File: config.mk
export PLATFORM = sky130hd
export DESIGN_NAME = gen_sequencer
export DESIGN_NICKNAME = d
export VERILOG_FILES = /design/src/rtl/gen_sequencer.sv
export SDC_FILE = /design/constraint.sdc
export NUM_CORES = 1
export LEC_CHECK = 0
export BUFFER_PORTS_ARGS = -buffer_cell sky130_fd_sc_hd__buf_2
export CAP_MARGIN = 10
export CELL_PAD_IN_SITES_DETAIL_PLACEMENT = 0
export CELL_PAD_IN_SITES_GLOBAL_PLACEMENT = 1
export CORE_UTILIZATION = 35
export DETAILED_ROUTE_END_ITERATION = 7
export GPL_TIMING_DRIVEN = 0
export PLACE_DENSITY = 0.64
export SLEW_MARGIN = 40
export SYNTH_ARGS = -nofsm -noshare
export SYNTH_HDL_FRONTEND = slang
export SYNTH_SLANG_ARGS = --single-unit
File: constraint.sdc
create_clock -name out_stream_aclk -period 2.5 [get_ports out_stream_aclk]
set_clock_uncertainty 0.05 [all_clocks]
set_input_delay 0.625 -clock out_stream_aclk [delete_from_list [all_inputs] [get_ports out_stream_aclk]]
set_output_delay 0.625 -clock out_stream_aclk [all_outputs]
set_load 0.05 [all_outputs]
File: src/rtl/gen_sequencer.sv
// Game-of-Life generation sequencer: issues rows 0..ROWS-1 per generation, then
// swaps the ping-pong banks on frame_end. It also arbitrates host load against calc.
module gen_sequencer #(
  parameter int ROWS        = 720,
  parameter int ROW_AW      = 10,
  parameter int GEN_W       = 32,
  parameter int ROW_TIMEOUT = 4096
) (
  input  logic              out_stream_aclk,
  input  logic              periph_reset,
  input  logic              run,
  input  logic              step,
  input  logic              load_req,
  input  logic              load_done,
  input  logic              row_done,
  input  logic              frame_end,
  input  logic              err_clr,
  output logic              row_start,
  output logic [ROW_AW-1:0] calc_row,
  output logic              bank_sel,
  output logic              load_active,
  output logic              busy,
  output logic [GEN_W-1:0]  gen_count,
  output logic              timeout_err
);

  localparam int TW = (ROW_TIMEOUT > 1) ? $clog2(ROW_TIMEOUT) : 1;

  typedef enum logic [2:0] {
    S_IDLE, S_LOAD, S_ISSUE, S_WAIT_ROW, S_WAIT_FRAME
  } state_t;

  state_t            r_state;
  logic              r_row_start;
  logic [ROW_AW-1:0] r_calc_row;
  logic              r_bank_sel;
  logic              r_load_active;
  logic [GEN_W-1:0]  r_gen_count;
  logic              r_timeout_err;
  logic              r_step_pend;
  logic [TW-1:0]     r_timer;

  logic w_last_row;
  logic w_timer_max;

  assign w_last_row  = (r_calc_row == ROW_AW'(ROWS - 1));
  assign w_timer_max = (r_timer == TW'(ROW_TIMEOUT - 1));

  always_ff @(posedge out_stream_aclk or posedge periph_reset) begin
    if (periph_reset) begin
      r_state       <= S_IDLE;
      r_row_start   <= 1'b0;
      r_calc_row    <= '0;
      r_bank_sel    <= 1'b0;
      r_load_active <= 1'b0;
      r_gen_count   <= '0;
      r_timeout_err <= 1'b0;
      r_step_pend   <= 1'b0;
      r_timer       <= '0;
    end else begin
      r_row_start <= 1'b0;
      if (step)    r_step_pend   <= 1'b1;
      if (err_clr) r_timeout_err <= 1'b0;
      // Later assignments below override the defaults above (clear beats set, set beats err_clr).
      case (r_state)
        S_IDLE: begin
          if (load_req) begin
            r_state       <= S_LOAD;
            r_load_active <= 1'b1;
          end else if (run || r_step_pend || step) begin
            r_state     <= S_ISSUE;
            r_row_start <= 1'b1;
            r_calc_row  <= '0;
          end
        end
        S_LOAD: begin
          if (load_done) begin
            r_state       <= S_IDLE;
            r_gen_count   <= '0;
            r_load_active <= 1'b0;
          end
        end
        S_ISSUE: begin
          r_timer <= '0;
          r_state <= S_WAIT_ROW;
        end
        S_WAIT_ROW: begin
          r_timer <= r_timer + 1'b1;
          if (row_done) begin
            if (w_last_row) begin
              r_state <= S_WAIT_FRAME;
            end else begin
              r_calc_row  <= r_calc_row + 1'b1;
              r_state     <= S_ISSUE;
              r_row_start <= 1'b1;
            end
          end else if (w_timer_max) begin
            r_timeout_err <= 1'b1;
            r_step_pend   <= 1'b0;
            r_calc_row    <= '0;
            r_state       <= S_IDLE;
          end
        end
        S_WAIT_FRAME: begin
          if (frame_end) begin
            r_bank_sel  <= ~r_bank_sel;
            r_gen_count <= r_gen_count + 1'b1;
            r_step_pend <= 1'b0;
            r_calc_row  <= '0;
            if (load_req) begin
              r_state       <= S_LOAD;
              r_load_active <= 1'b1;
            end else if (run) begin
              r_state     <= S_ISSUE;
              r_row_start <= 1'b1;
            end else begin
              r_state <= S_IDLE;
            end
          end
        end
        default: r_state <= S_IDLE;
      endcase
    end
  end

  assign row_start   = r_row_start;
  assign calc_row    = r_calc_row;
  assign bank_sel    = r_bank_sel;
  assign load_active = r_load_active;
  assign gen_count   = r_gen_count;
  assign timeout_err = r_timeout_err;
  assign busy        = (r_state == S_ISSUE) || (r_state == S_WAIT_ROW) || (r_state == S_WAIT_FRAME);

endmodule

Yosys cells after proc, flatten, opt, wreduce, memory -nomap -nowiden
Cells that the tools add are included.
{"block": "totals", "register_bits": 62, "out_inout_bits": 47}
{"block": "classes", "addsub": 3, "n_eq_ne": 13, "mux": 42, "bitwise": 1, "reduce_logical": 14}
{"op": "two-way mux 32 bit", "n": 2}
{"op": "one-hot mux 32 bit (2 select lines)", "n": 1}
{"op": "two-way mux 10 bit", "n": 6}
{"op": "adder 32 x 1 -> 32 bit, second input constant", "n": 1}
{"op": "one-hot mux 10 bit (3 select lines)", "n": 1}
{"op": "one-hot mux 12 bit (2 select lines)", "n": 1}
{"op": "two-way mux 3 bit", "n": 7}
{"op": "two-way mux 1 bit", "n": 18}
{"op": "one-hot mux 3 bit (5 select lines)", "n": 1}
{"op": "adder 12 x 1 -> 12 bit, second input constant", "n": 1}
{"op": "equality test 12 bit, second input constant", "n": 1}
{"op": "adder 10 x 1 -> 10 bit, second input constant", "n": 1}
{"op": "equality test 10 bit, second input constant", "n": 1}
{"op": "!= test 3 bit, second input constant", "n": 3}
{"op": "!= test 2 bit, second input constant", "n": 4}
{"op": "equality test 3 x 2 -> 1 bit, second input constant", "n": 2}
{"op": "one-hot mux 1 bit (3 select lines)", "n": 2}
{"op": "AND reduction 3 bit", "n": 2}
{"op": "AND reduction 6 bit", "n": 1}
{"op": "nonzero test 3 bit", "n": 2}
{"op": "logical OR 1 bit", "n": 4}
{"op": "two-way mux 2 bit", "n": 2}
{"op": "AND reduction 4 bit", "n": 1}
{"op": "nonzero test 2 bit", "n": 2}
{"op": "6 further kinds", "n": 6}

Longest topological paths before layout
Gate-level depths: netlist of the first run.
{"block": "logic_depth", "depth_word": 5, "ltp_mapped": 8, "depth_no_buf": 7}

Worst setup path before layout of the first run
Ideal clock, no wire load.
{"block": "synth_timing", "path_type": "register to register", "startpoint": "register r_gen_count[0] (netlist: gen_count[0])", "endpoint": "register r_gen_count[26] (netlist: gen_count[26])", "t_arrival_ns": 2.071, "required_time_ns": 2.383, "path_slack_ns": 0.312, "path_stages_with_launch": 7, "synth_period_minus_slack_ns": 2.188, "cell_sequence": "dfrtp_1 ha_1 nand2_1 nor3_4 nand4_2 or4_1 nand2_1"}
{"block": "synth_via", "elab_chain_len": 3}
{"element": "from (decl)", "line": "38", "source": "logic [GEN_W-1:0] r_gen_count;"}
{"element": "from (signal assigned)", "line": "107", "source": "r_gen_count <= r_gen_count + 1'b1;"}
{"element": "adder 32 x 1 -> 32 bit", "line": "107"}
{"element": "two-way mux 32 bit", "line": "105", "source": "if (frame_end) begin"}
{"element": "one-hot mux 32 bit (2 select lines)", "line": "65", "source": "case (r_state)"}
Every way passes these cells. The select of a mux whose other input is x is not followed.
A chain may end at the register's enable or synchronous reset.

Worst setup path after layout of the first run
{"block": "layout_timing", "startpoint": "register r_state[1]", "endpoint": "output busy"}
{"block": "layout_via", "elab_chain_len": 3, "elab_cells_between_ends": 5, "cone_classes": "eq/ne: 3; reduce/logical: 2"}
{"element": "from (decl)", "line": "33", "source": "state_t r_state;"}
{"element": "from (signal assigned)", "line": "51", "source": "r_state <= S_IDLE;"}
{"element": "from (signal assigned)", "line": "68", "source": "r_state <= S_LOAD;"}
{"element": "from (signal assigned)", "line": "71", "source": "r_state <= S_ISSUE;"}
{"element": "equality test 3 x 2 -> 1 bit", "line": "132", "source": "assign busy = (r_state == S_ISSUE) || (r_state == S_WAIT_ROW) || (r_state == S_WAIT_FRAME);"}
{"element": "logical OR 1 bit", "line": "132"}
{"element": "logical OR 1 bit (*)", "line": "132"}
{"element": "to (decl)", "line": "22", "source": "output logic busy,"}
Every way passes the cells marked *; elsewhere a longest branch is shown, timed or not.

==> flow_metrics.tcl, run 1 <==
set metrics [dict create \
    globalRouteOverflowTotal 0 \
    cts_buffers 9 \
    tritoncts "done" \
    syn_nets 374 \
    dpl.cell_count 547 \
    reg2reg_from "r_timer[0]" \
    synthCells 362 \
    setup_viol 0 \
    wl_per_cell_um 14.6 \
    area_growth_pct 18.0 \
    fill_cells 953 \
    start_util_pct 36.7 \
    synth_area_um2 3440 \
    rr_endpoint "calc_row[0]" \
    final_util_pct 43.3 \
    critPathArrivalTime_ps 1730 \
    num_vias 2850 \
    final_cells 560 \
    ff2ff_setup_slack_ps 290 \
    avgSynthCellArea_um2 9.50 \
    ys_seq_area_share_pct 45.1 \
    drt_iter0_markers 80 \
    fp.dieH_um 101 \
    hold_viol_final 0 \
    io_buffers 55 \
    ys.flop_type "dfrtp_1" \
    die_x_um 101 \
    seq_area_um2 1550 \
    insertion_delay_ps 340 \
    placed_area_um2 3910 \
    die_area_um2 10200 \
    synth_top_area_share_pct 45.1 \
    synth.distinct_cells 61 \
    clockBufferDepth 2 \
    fmax_mhz 416 \
    via_per_inst 5.09 \
    vdd_drop_max_v 0.000474 \
    post-synth-top-count-cell "dfrtp_1" \
    place_ws_ps 277 \
    grt_pass1_wl_um 13800 \
    clk_pin_slew_ps 70 \
    postCtsHoldBufs 0 \
    dpl.hpwl_um 5970 \
    root_buffer "clkbuf_8" \
    dr.pass1.iters 4 \
    p_per_area_nw_per_um2 676 \
    status "complete, no violations" \
    r2r_cells 6 \
    synth_edf_count 0 \
    grt_usage_pct 17.5 \
    rsz0062_at_grt "false" \
    synth_area_leader_cell "dfrtp_1" \
    tightestPinTransition_ps 678 \
    ios 56 \
    clkSinkCount 62 \
    core_region_area_um2 9370 \
    start_kind "flop" \
    antenna_found_initial 0 \
    leakagePower_nw 1.97 \
    nets 440 \
    slew_headroom_pct 54.8 \
    antenna_cells 0 \
    totalWireLength_um 8190 \
    h-tree-depth 3 \
    ant_nets 0 \
    drive_above_1_share_pct 22.7 \
    critPathKind "flop to output pin" \
    finalPower_mw 2.74 \
    ctsResizeCount 0 \
    fin_area_um2 4060 \
    required_ps 1820 \
    crit_path_end_kind "output pin" \
    yosysWarnings 0 \
    setup_ws_ps 96.0 \
    async_flop_share_pct 100 \
    finalCritPeriodShare_pct 96.2 \
    crit_path_max_fanout 10 \
    cts_setup_buffers 0 \
    hp-class "input pin to async pin" \
    grt_max_degree 41 \
    cap_violations 0 \
    multi_input_area_um2 1780 \
    gp_congestion 0.759 \
    drc 0 \
    ys_ff_latch 62 \
    rows 35 \
    min_period_ps 2400 \
    maxSlewViolCount 0 \
    synthTopCellsByArea "dfrtp_1, nor2_1, nand2_1, xor2_1, nand4_1" \
    yosys-top-cells-count "dfrtp_1, nor2_1, nand2_1" \
    grt_pass1_vias 2703 \
]
==> metal layers <==
metal / up-vias / track usage, % / share of wire, %
met1: 1373 / 24.2 / 51
met3: 10 / 2.77 / 2.8
met5: - / 0 / 0
li1: 1421 / - / -
met4: 0 / 7.02 / 1.8
met2: 46 / 27.2 / 45
==> cell usage in the layout (no fill, tap or decap), drive strengths merged, types with 4 or more instances in the layout <==
cell type,synthesis,layout
clkbuf,6,17
or3,4,4
nor2,46,46
o211ai,4,4
mux2i,4,4
dfrtp,62,62
a21oi,8,8
xor2,19,19
a22o,7,7
xnor2,11,11
nor3,11,11
o31ai,5,5
nand2,45,45
and3,6,6
nand4,21,21
inv,13,13
nand3,22,22
o21ai,16,16
nand2b,4,4
buf,5,61
==> flip-flops by register name, summed over array words and instances (netlist names) <==
name         count
load_active      1
gen_count       32
r_timer         12
timeout_err      1
calc_row        10
r_state          3
bank_sel         1
r_step_pend      1
row_start        1
==> worst max-delay path, cell delays in order, from the launching register on <==
cell and delay (ps):
dfrtp_1 370, buf_4 170, or3b_2 500, nand2_1 90, buf_2 270
==> stage by stage <==
stage                     hold WS [ps]  setup TNS, ps
after floorplan                    409              0
after global placement             411         -43970
after detailed placement           414              0
after CTS                          205              0
after global routing               227              0
final                              205              0
==> how the worst max path moves through the flow <==
| stage | from | endpoint | slack, ps | depth (start not counted) |
|---|---|---|---|---|
| 6_report | r_state[1] | busy | 100 | 4 |
| 5_1_grt | r_state[2] | busy | 4 | 5 |
| 2_1_floorplan | periph_reset | bank_sel | 280 | 1 |
| 4_1_cts | r_state[2] | busy | 60 | 6 |
| 3_5_place_dp | r_timer[0] | calc_row[0] | 280 | 6 |
| 3_3_place_gp | periph_reset | gen_count[27] | -710 | 2 |
==> cell families (layout without fill, tap and decap cells) <==
family          count (synthesis)  count (layout)  synth area share [%]
compound gates                 61              61                  13.6
mux                             6               6                  1.82
flops                          62              62                  45.1
fa+ha+maj                       3               3                  1.09
buf+inv                        24              93                  3.20
xor+xnor                       30              30                  7.64
simple gates                  176             176                  27.5
==> power by group <==
part | switching, mW | internal (mW) | total [mW]
clock | 0.370 | 0.373 | 0.743
combinational | 0.586 | 0.269 | 0.855
sequential | 0.0722 | 1.07 | 1.14
==> area by class of cell <==
type	instances	share of cell area, %
Sequential cell	62	38.2
Timing Repair Buffer	56	7.46
Clock buffer	12	3.58
Tap cell	129	3.98
Clock inverter	2	0.247
Buffer	10	1.42
Multi-Input combinational cell	276	43.8
Inverter	13	1.26
No activity file was read; power rests on OpenSTA's default activity.
==> inputs of run 2 (changes only) <==
--- a/config.mk
+++ b/config.mk
@@ -9,10 +9,10 @@
 export CAP_MARGIN = 10
 export CELL_PAD_IN_SITES_DETAIL_PLACEMENT = 0
 export CELL_PAD_IN_SITES_GLOBAL_PLACEMENT = 1
-export CORE_UTILIZATION = 35
+export CORE_UTILIZATION = 43
 export DETAILED_ROUTE_END_ITERATION = 7
 export GPL_TIMING_DRIVEN = 0
-export PLACE_DENSITY = 0.64
+export PLACE_DENSITY = 0.76
 export SLEW_MARGIN = 40
 export SYNTH_ARGS = -nofsm -noshare
 export SYNTH_HDL_FRONTEND = slang
==> run 2 against run 1 <==
Register-to-register slack gained 30 ps; global-route usage rose by 2.4 points; non-clock buffer count unchanged; largest power group unchanged.
==> flow_metrics.tcl, run 2 (synthesized netlist as in run 1, its figures left out) <==
set metrics [dict create \
    status "complete, no violations" \
    start_kind "flop" \
    critical-path-slowest-cell "or3b_2" \
    p_per_area_nw_per_um2 728 \
    hold_viol_final 0 \
    root_buffer "clkbuf_8" \
    wl_per_cell_um 14.3 \
    rr_endpoint "calc_row[0]" \
    globalRouteOverflowTotal 0 \
    gp_congestion 0.796 \
    ios 56 \
    critPathKind "flop to output pin" \
    clk_pin_slew_ps 70 \
    crit_path_cell_trace "buf_4 -> or3b_2 -> nand2_1 -> buf_2" \
    cts_buffers 9 \
    fill_cells 738 \
    dpl.hpwl_um 5550 \
    clkSinkCount 62 \
    crit_path_end_kind "output pin" \
    grt_usage_pct 19.8 \
    met2_usage_pct 32.5 \
    maxSlewViolCount 0 \
    reg2reg_from "r_timer[0]" \
    grt_max_degree 40 \
    ant_nets 0 \
    cp_top_family "simple AND/OR/NAND/NOR gates" \
    min_period_ps 2400 \
    drive_above_1_share_pct 23.1 \
    tightestPinTransition_ps 634 \
    finalCritPeriodShare_pct 96.2 \
    worst-path-buf-inv 2 \
    clockBufferDepth 2 \
    rows 32 \
    met3_usage_pct 5.11 \
    vdd_drop_max_v 0.000411 \
    placed_area_um2 3860 \
    ctsResizeCount 0 \
    insertion_delay_ps 340 \
    critPathArrivalTime_ps 1730 \
    crit_path_max_fanout 10 \
    grt.busiest_layer "met2" \
    cp_slowest_stage_delay_ps 500 \
    ff2ff_setup_slack_ps 320 \
    antenna_cells 0 \
    num_vias 2892 \
    slew_headroom_pct 57.8 \
    layout_commonest_cell "dfrtp_1" \
    totalWireLength_um 7660 \
    drt_iter0_markers 119 \
    final_util_pct 52.7 \
    grt_use_met1_pct 25.8 \
    drc 0 \
    fin_area_um2 4080 \
    die_x_um 91.4 \
    via_per_inst 5.41 \
    finalPower_mw 2.97 \
    fmax_mhz 416 \
    h-tree-depth 3 \
    grt_pass1_vias 2764 \
    leakagePower_nw 2.00 \
    rsz0062_at_grt "false" \
    io_buffers 55 \
    tritoncts "done" \
    antenna_found_initial 0 \
    r2r_cells 6 \
    area_growth_pct 18.5 \
    nets 440 \
    grt_pass1_wl_um 13200 \
    setup_viol 0 \
    cap_violations 0 \
    final_cell_mix "dfrtp_1, buf_2, nor2_1, nand2_1, nand3_1" \
    hp-class "input pin to async pin" \
    dr.pass1.iters 4 \
    largest_reg_flops 32 \
    fp.dieH_um 91.4 \
    start_util_pct 44.5 \
    die_area_um2 8360 \
    core_region_area_um2 7730 \
    required_ps 1820 \
]
==> run 2: metrics by stage <==
step | TNS (ps) | setup WS (ps) | hold WS (ps) | instances
2_1_floorplan | 0 | 284 | 409 | 362
3_3_place_gp | -38020 | -617 | 406 | 519
6_report | 0 | 95.0 | 277 | 535
3_5_place_dp | 0 | 314 | 408 | 520
4_1_cts | 0 | 91.0 | 288 | 536
5_1_grt | 0 | 22.0 | 320 | 535
==> run 2: layer usage <==
metal	part of all wire [%]	vias up	routed length [um]
met3	3.6	10	275
met5	0	-	0
met2	47	63	3620
li1	-	1423	-
met4	1.3	0	101
met1	48	1396	3660
==> run 2: worst max path at each step <==
| stage | from | cells after the start | slack [ps] | to |
|---|---|---|---|---|
| after floorplan | periph_reset | 1 | 280 | bank_sel |
| after global placement | periph_reset | 2 | -620 | gen_count[29] |
| after detailed placement | frame_end | 6 | 310 | gen_count[19] |
| after CTS | r_state[1] | 4 | 90 | busy |
| after global routing | r_state[1] | 4 | 20 | busy |
| final | r_state[1] | 4 | 100 | busy |
==> run 2: worst register-to-register path: stages, from the launching register on <==
cell and delay (ps):
dfrtp_1 390, ha_1 230, and4_4 270, nand4_1 230
o21ai_2 310, nand3_2 260, mux2_2 340
==> run 2: report_power, final <==
group,switching [mW],leakage (nW),internal (mW),total [mW]
logic,0.580,1.04,0.268,0.848
registers,0.0713,0.850,1.07,1.14
clock network,0.392,0.110,0.586,0.978
total,1.04,2.00,1.92,2.97
==> run 2: what timing repair did <==
item / 4_1_cts / 5_1_grt
hold buffers: 0 / 0
buffers inserted: 0 / 0
setup endpoints to repair: 0 / 1
==> run 2: area by class of cell <==
class                      count  area, um^2  share of cell area [%]
multi-input combinational    276        1780                    43.6
inverter                      13        51.3                    1.26
sequential                    62        1550                    38.1
timing repair buffer          56         295                    7.25
clock buffer                  12         145                    3.56
clock inverter                 4        70.1                    1.72
tap                          102         128                    3.13
buffer                        10        57.6                    1.41
